==> config.mk <==
export PLATFORM = sky130hd
export DESIGN_NAME = mo_linebuf_sched
export DESIGN_NICKNAME = d
export VERILOG_FILES = /design/src/rtl/mo_linebuf_sched.sv
export SDC_FILE = /design/constraint.sdc
export NUM_CORES = 1
export LEC_CHECK = 0
export CAP_MARGIN = 15
export CORE_MARGIN = 4
export CORE_UTILIZATION = 49
export DETAILED_ROUTE_END_ITERATION = 16
export PLACE_DENSITY = 0.72
export SLEW_MARGIN = 20
export SYNTH_ARGS = -nofsm -noshare
export SYNTH_HDL_FRONTEND = slang
export SYNTH_SLANG_ARGS = --single-unit
==> constraint.sdc <==
create_clock -name clk -period 2.61 [get_ports clk]
set_input_delay 0.3915 -clock clk [delete_from_list [all_inputs] [get_ports clk]]
set_output_delay 0.3915 -clock clk [all_outputs]
set_load 0.005 [all_outputs]
==> src/rtl/mo_linebuf_sched.sv <==
// Motion-object line buffer sequencer: swaps the A/B roles every line, scans
// the display buffer for read/clear and streams object pixels into the build buffer.
module mo_linebuf_sched #(
    parameter int unsigned HPIX   = 336,
    parameter int unsigned XW     = 9,
    parameter logic [3:0]  TRANSP = 4'hF
) (
    input  logic          clk,
    input  logic          reset,
    input  logic          line_start,
    input  logic          obj_valid,
    output logic          obj_ready,
    input  logic [XW-1:0] obj_x,
    input  logic [2:0]    obj_slices,
    input  logic          obj_hflip,
    output logic          pix_rd,
    input  logic [3:0]    pix_data,
    output logic          padb,
    output logic          wr_en,
    output logic [XW-1:0] wr_addr,
    output logic [3:0]    wr_data,
    output logic          rd_en,
    output logic [XW-1:0] rd_addr,
    output logic          clr_en,
    output logic [XW-1:0] clr_addr,
    output logic          overrun,
    output logic [5:0]    obj_count
);

    localparam int unsigned CW   = XW + 1;
    localparam int unsigned KW   = 6;
    localparam int unsigned CNTW = 6;

    typedef enum logic [1:0] {
        S_IDLE,
        S_ACCEPT,
        S_STREAM,
        S_DRAIN
    } state_t;

    state_t          r_state;
    logic            r_ready;
    logic            r_dir;
    logic [KW-1:0]   r_left;
    logic [CW-1:0]   r_col;
    logic [CW-1:0]   r_wcol;
    logic            r_wv;
    logic [CNTW-1:0] r_cnt;

    logic [KW-1:0]   w_len_m1;
    logic [CW-1:0]   w_start;
    logic            w_accept;
    logic            w_abort;

    // Object length minus one is (slices-1)*8+7; slices==0 encodes 8 slices.
    assign w_len_m1  = {(obj_slices == 3'd0) ? 3'd7 : 3'(obj_slices - 3'd1), 3'b111};
    assign w_start   = obj_hflip ? CW'(obj_x) + CW'(w_len_m1) : CW'(obj_x);

    // A line boundary always wins over a descriptor offered in the same cycle.
    assign obj_ready = r_ready & ~line_start;
    assign w_accept  = obj_valid & obj_ready;
    assign w_abort   = line_start & ((r_state == S_STREAM) | (r_state == S_DRAIN));

    // Write stage: pen arrives the cycle after pix_rd, column was registered with it.
    assign wr_en   = r_wv && (pix_data != TRANSP) && (r_wcol < CW'(HPIX));
    assign wr_addr = r_wcol[XW-1:0];
    assign wr_data = r_wv ? pix_data : 4'd0;

    always_ff @(posedge clk) begin
        if (!reset) begin
            r_state   <= S_IDLE;
            r_ready   <= 1'b0;
            r_dir     <= 1'b0;
            r_left    <= '0;
            r_col     <= '0;
            r_wcol    <= '0;
            r_wv      <= 1'b0;
            r_cnt     <= '0;
            pix_rd    <= 1'b0;
            padb      <= 1'b0;
            rd_en     <= 1'b0;
            rd_addr   <= '0;
            clr_en    <= 1'b0;
            clr_addr  <= '0;
            overrun   <= 1'b0;
            obj_count <= '0;
        end else begin
            overrun <= 1'b0;

            // Display scan; the clear trails the read by one cycle, even across a restart.
            clr_en   <= rd_en;
            clr_addr <= rd_addr;
            if (line_start) begin
                rd_en   <= 1'b1;
                rd_addr <= '0;
            end else if (rd_en) begin
                if (rd_addr == XW'(HPIX - 1))
                    rd_en <= 1'b0;
                else
                    rd_addr <= rd_addr + XW'(1);
            end

            r_wv   <= pix_rd & ~line_start;
            r_wcol <= r_col;

            if (line_start) begin
                obj_count <= r_cnt;
                if (r_state != S_IDLE)
                    padb <= ~padb;
            end

            case (r_state)
                S_IDLE: begin
                    if (line_start) begin
                        r_state <= S_ACCEPT;
                        r_ready <= 1'b1;
                    end
                end
                S_ACCEPT: begin
                    if (w_accept) begin
                        r_state <= S_STREAM;
                        r_ready <= 1'b0;
                        pix_rd  <= 1'b1;
                        r_dir   <= obj_hflip;
                        r_col   <= w_start;
                        r_left  <= w_len_m1;
                    end
                end
                S_STREAM: begin
                    if (r_left == '0) begin
                        r_state <= S_DRAIN;
                        pix_rd  <= 1'b0;
                    end else begin
                        r_left <= r_left - KW'(1);
                        r_col  <= r_dir ? r_col - CW'(1) : r_col + CW'(1);
                    end
                end
                S_DRAIN: begin
                    if (r_cnt != {CNTW{1'b1}})
                        r_cnt <= r_cnt + CNTW'(1);
                    r_state <= S_ACCEPT;
                    r_ready <= 1'b1;
                end
                default: r_state <= S_IDLE;
            endcase

            // Line boundary mid-object: drop it without counting.
            if (w_abort) begin
                r_state <= S_ACCEPT;
                r_ready <= 1'b1;
                pix_rd  <= 1'b0;
                overrun <= 1'b1;
            end
            if (line_start)
                r_cnt <= '0;
        end
    end

endmodule

## Word-level counts from Yosys, hierarchy flattened

Cells that the tools add are included.

- Register bits after elaboration: 66
- Input port bits: 21

- Add/subtract/negate cells: 7
- Order comparisons: 1
- Bitwise logic cells: 9
- Reduce and logical (&&, ||, !) cells: 19
- Muxes and demuxes: 26
- Eq/ne operators: 13

Operator list:

| operator | count |
|---|---|
| 10-bit 2-to-1 mux | 4 |
| 10-bit one-hot mux with 2 select lines | 1 |
| 3-bit AND reduction | 5 |
| 6-bit 2-to-1 mux | 2 |
| 6-bit one-hot mux with 2 select lines | 1 |
| 10-bit by 1-bit adder with 10-bit output, second input constant | 1 |
| 9-bit by 6-bit adder with 10-bit output | 1 |
| 10-bit by 9-bit less-than comparator with 1-bit output, second input constant | 1 |
| 1-bit 2-to-1 mux | 10 |
| 10-bit by 1-bit subtractor with 10-bit output, second input constant | 1 |
| 9-bit by 1-bit adder with 9-bit output, second input constant | 1 |
| 9-bit equality test, second input constant | 1 |
| 2-bit one-hot mux with 4 select lines | 1 |
| 2-bit AND reduction | 4 |
| 6-bit by 1-bit adder with 6-bit output, second input constant | 1 |
| 6-bit zero test | 1 |
| 2-bit 2-to-1 mux | 3 |
| 2-bit != test, second input constant | 3 |
| 3-bit != test, second input constant | 2 |
| 6-bit != test, second input constant | 1 |
| 6-bit by 1-bit subtractor with 6-bit output, second input constant | 1 |
| 1-bit AND | 4 |
| 2-bit equality test, second input constant | 2 |
| 4-bit 2-to-1 mux | 1 |
| other kinds (16) | 22 |

## Logic depth before layout (Yosys ltp)

- Depth after elaboration: 6
- Depth in mapped cells: 10

## Least setup slack after synthesis

No wires, ideal clock.

- Path type: in2reg
- From: input port obj_slices[0]
- To: register r_col[8]
- Setup time: 0.122 ns
- Arrival: 2.080 ns
- Path buffers: 0
- Path slack: 0.408 ns
- Stages: 10
- Cells stage by stage: inv_1 ha_1 ha_1 nand2b_1 ha_1 a211o_1 a31o_1 a41oi_1 a311oi_1 a311o_1

- Cells in the longest elaborated chain, start to end: 6
- Elaborated cells between the ends (all ways): 7
- Those cells by class: 2 x add/sub; 4 x mux; 1 x reduce/logical

Ends and longest elaborated chain:

| item | RTL line | text |
|---|---|---|
| start: declaration | 14 | `input logic [2:0] obj_slices,` |
| 3-bit by 1-bit subtractor with 3-bit output / 3-bit zero test (equally long branches) | 56 | `assign w_len_m1 = {(obj_slices == 3'd0) ? 3'd7 : 3'(obj_slices - 3'd1), 3'b111};` |
| 3-bit 2-to-1 mux * | 56 |  |
| 9-bit by 6-bit adder with 10-bit output * | 57 | `assign w_start = obj_hflip ? CW'(obj_x) + CW'(w_len_m1) : CW'(obj_x);` |
| 10-bit 2-to-1 mux * | 57 |  |
| 10-bit 2-to-1 mux * | 120 | `if (w_accept) begin` |
| 10-bit one-hot mux with 2 select lines * | 112 | `case (r_state)` |
| end signal: assignment | 125 | `r_col <= w_start;` |
| end signal: assignment | 135 | `r_col <= r_dir ? r_col - CW'(1) : r_col + CW'(1);` |
| end: declaration | 45 | `logic [CW-1:0] r_col;` |

Every way passes the cells marked *; elsewhere a longest branch is shown, timed or not. The select of a mux whose other input is x is not followed.
A chain may end at the register's enable or synchronous reset.

## Final worst setup path

Same ends and word-level chain as after synthesis.

==> flow_summary.json <==
{
  "diodes": 0,
  "overflow": 0,
  "rr_worst_depth": 7,
  "synth_edf_count": 0,
  "yosys-top-cells-area": "dfxtp_1 37%, ha_1 8.1%, nor2_1 4.9%, and2_1 4.0%, xor2_1 3.7%",
  "final.min_clock_period_ns": 2.45,
  "clkTransAtPathRegs_ns": 0.07,
  "synth_xor_area_share_pct": 4.90,
  "status": "finished, final reports clean",
  "syn2layout_area_growth_pct": 29.3,
  "grt_pass1_wl_um": 14200,
  "antenna_found_initial": 0,
  "tightestPinTransition_ns": 0.602,
  "r2r-end": "r_col[8]",
  "crit_buf_inv": 2,
  "ys_seq_area_share_pct": 37.0,
  "port_buffers": 64,
  "avgSynthCellArea_um2": 8.72,
  "synth_compound_area_share_pct": 18.0,
  "fillers": 581,
  "cts.sinks": 66,
  "grt_setup_unrepaired": "false",
  "first_iter_violations": 183,
  "cp_num_cells": 11,
  "finalCritPeriodShare_pct": 93.8,
  "dr.pass1.iters": 4,
  "drive_gt1_share_pct": 9.73,
  "p_leak_nw": 1.89,
  "async_flop_share_pct": 0,
  "root_buffer": "clkbuf_8",
  "syn_inst": 410,
  "grt_pass1_vias": 3037,
  "gp_congestion": 0.907,
  "synth_seq_cells": 66,
  "die_y_um": 93.4,
  "die_w_um": 93.4,
  "slew_headroom_pct": 59.8,
  "worst_path_max_delay_cell": "clkdlybuf4s50_1",
  "slew_viol_final": 0,
  "cts_made_buffers": 9,
  "drtAntennaViolNets": 0,
  "setup_viol": 0,
  "slowest_delay_ns": 0.48,
  "tritoncts": "done",
  "r2r-start": "r_dir",
  "via_count": 3160,
  "avgViaCountPerCell": 5.46,
  "crit_type": "in2reg",
  "end_kind": "flip-flop",
  "worstPathCellList": "clkdlybuf4s50_1 > inv_1 > ha_1 > ha_1 > nand2b_1 > ha_2 > a211o_1 > a31o_1 > a41oi_1 > a311oi_1 > a311o_1",
  "synth.top_cell.area_share_pct": 37.0,
  "required_ns": 2.85,
  "core_area_um2": 6940,
  "hold_violations": 0,
  "rows": 30,
  "grt_start_max_net_pins": 26,
  "synthMuxAreaShare_pct": 3.40,
  "pin_count": 65,
  "synth_simple_gate_area_share_pct": 21.7,
  "rrSetupSlack_ns": 0.39,
  "clk_latency_ns": 0.35,
  "crit_start": "obj_slices[0]",
  "crit_path_end": "r_col[8]",
  "vdd.ir_drop.worst_mv": 0.478,
  "cp_common_cell": "ha_1",
  "initial_core_util_pct": 51.5,
  "synthMostInstantiatedCell": "dfxtp_1",
  "syn_area_um2": 3570,
  "crit_fanout": 6,
  "wire_per_inst_um": 14.8,
  "drt-total-wl_um": 8560,
  "cts_max_level": 3,
  "min-delay-start": "pix_rd",
  "cap_violations": 0,
  "nets": 523,
  "clk_path_buf_depth": 2,
  "yosys.cell_types.count": 66,
  "skew_ns": 0.0101,
  "post-route-drc-count": 0,
  "hold_class": "reg2reg",
  "synth-adder-area-share_pct": 8.61,
  "dp_hpwl_um": 6270,
  "dp.cells": 563,
  "critical_path_arrival_ns": 2.69,
  "fmax_mhz": 408,
  "power_density_nw_per_um2": 759,
  "die-area_um2": 8730,
  "synth_top_family_by_area": "simple AND/OR/NAND/NOR gates",
  "ys_warn_count": 0,
  "synth_commonest_cells": "66 x dfxtp_1, 47 x nor2_1, 26 x a21oi_1, 26 x inv_1",
  "critPathLaunchType": "primary input",
  "ys.flop_type": "dfxtp_1",
  "grt_use_total_pct": 20.3,
  "syn_nets": 455,
  "stdcell_count": 579,
  "path_delay_family": "compound AO/OA/AOI/OAI gates",
  "synth_top_cell_by_area": "dfxtp_1",
  "final_core_util_pct": 66.6
}
## final cells by class
| class | count | area, µm² | area share, % |
|---|---|---|---|
| repair buffers | 81 | 781 | 16.9 |
| flip-flops and latches | 66 | 1320 | 28.6 |
| well taps | 96 | 120 | 2.60 |
| inverters | 26 | 97.6 | 2.11 |
| clock buffers | 10 | 128 | 2.76 |
| multi-input cells | 294 | 2040 | 44.1 |
| clock inverters | 6 | 138 | 2.98 |
## through the flow
step	hold WS [ns]	setup WS, ns	setup TNS [ns]	area, µm²	power, W
after floorplan	0.444	0.408	0	3570	0.00202
after global placement	0.462	-0.179	-0.756	4340	0.00232
after detailed placement	0.468	-0.284	-1.18	4340	0.00235
after CTS	0.491	0.0782	0	4610	0.00351
after global routing	0.507	0.0332	0	4620	0.00371
final	0.490	0.162	0	4620	0.00351
## layout by cell type, fill, tap and decap left out, types with 4 or more instances in the layout
master and count:
a21o_1 5, a21oi_1 26, a221oi_1 4, and2_1 23, and3_1 5, buf_4 16
bufinv_16 4, clkbuf_8 9, clkdlybuf4s50_1 64, dfxtp_1 66, ha_1 22, inv_1 26
mux2i_1 11, nand2_1 18, nand2b_1 4, nand3_1 5, nand4_1 10, nor2_1 47
nor2b_1 4, nor3_1 10, o211ai_1 4, o21a_1 4, o21ai_0 17, xnor2_1 5
xor2_1 15
## worst min-delay path by stage
stage	slack, ns	cells past startpoint	endpoint
finish	0.49	2	r_wv
global route	0.51	1	r_wcol[3]
CTS	0.49	2	r_col[4]
detailed placement	0.47	2	r_col[2]
global placement	0.46	2	r_col[2]
floorplan	0.44	2	r_col[4]
## logic make-up after synthesis
logic type,count (synthesis)
flip-flops,66
AND/OR/NAND/NOR,145
adder cells (fa/ha/maj),24
XOR/XNOR,20
buffers and inverters,50
multiplexers,12
AO/OA/AOI/OAI,93
## layer usage
layer,GRT usage [%],vias up,share of wire (%)
li1,-,1585,-
met1,26.1,1482,46
met2,33.4,79,47
met3,3.70,14,5.3
met4,8.18,0,1.6
met5,0,-,0
## timing repair
item | 4_1_cts | 5_1_grt
buffers inserted | 0 | 0
endpoints found under the setup margin | 0 | 2
hold buffers | 0 | 0
resized for setup | 0 | 3
## flip-flops by register name (all words and copies together) (netlist names), 2 cells and up
signal     flops
r_cnt          6
rd_addr        9
r_state        2
obj_count      6
r_left         6
r_col         10
clr_addr       9
r_wcol        10
## power by group
| group | internal [W] | switching, W | leakage (nW) | total (W) |
|---|---|---|---|---|
| Combinational | 0.000527 | 0.000621 | 1.22 | 0.00115 |
| Sequential | 0.00111 | 0.0000906 | 0.534 | 0.00120 |
| Clock | 0.000737 | 0.000418 | 0.131 | 0.00115 |
## worst reg2reg max path, cell delays in order, from the launching register on
cell and delay, ns:
dfxtp_1 0.50, inv_1 0.12, fa_1 0.45, nor2b_1 0.26
o31ai_1 0.15, a21oi_1 0.18, xor2_1 0.10, a311o_1 0.35
No activity file was read; power rests on OpenSTA's default activity.
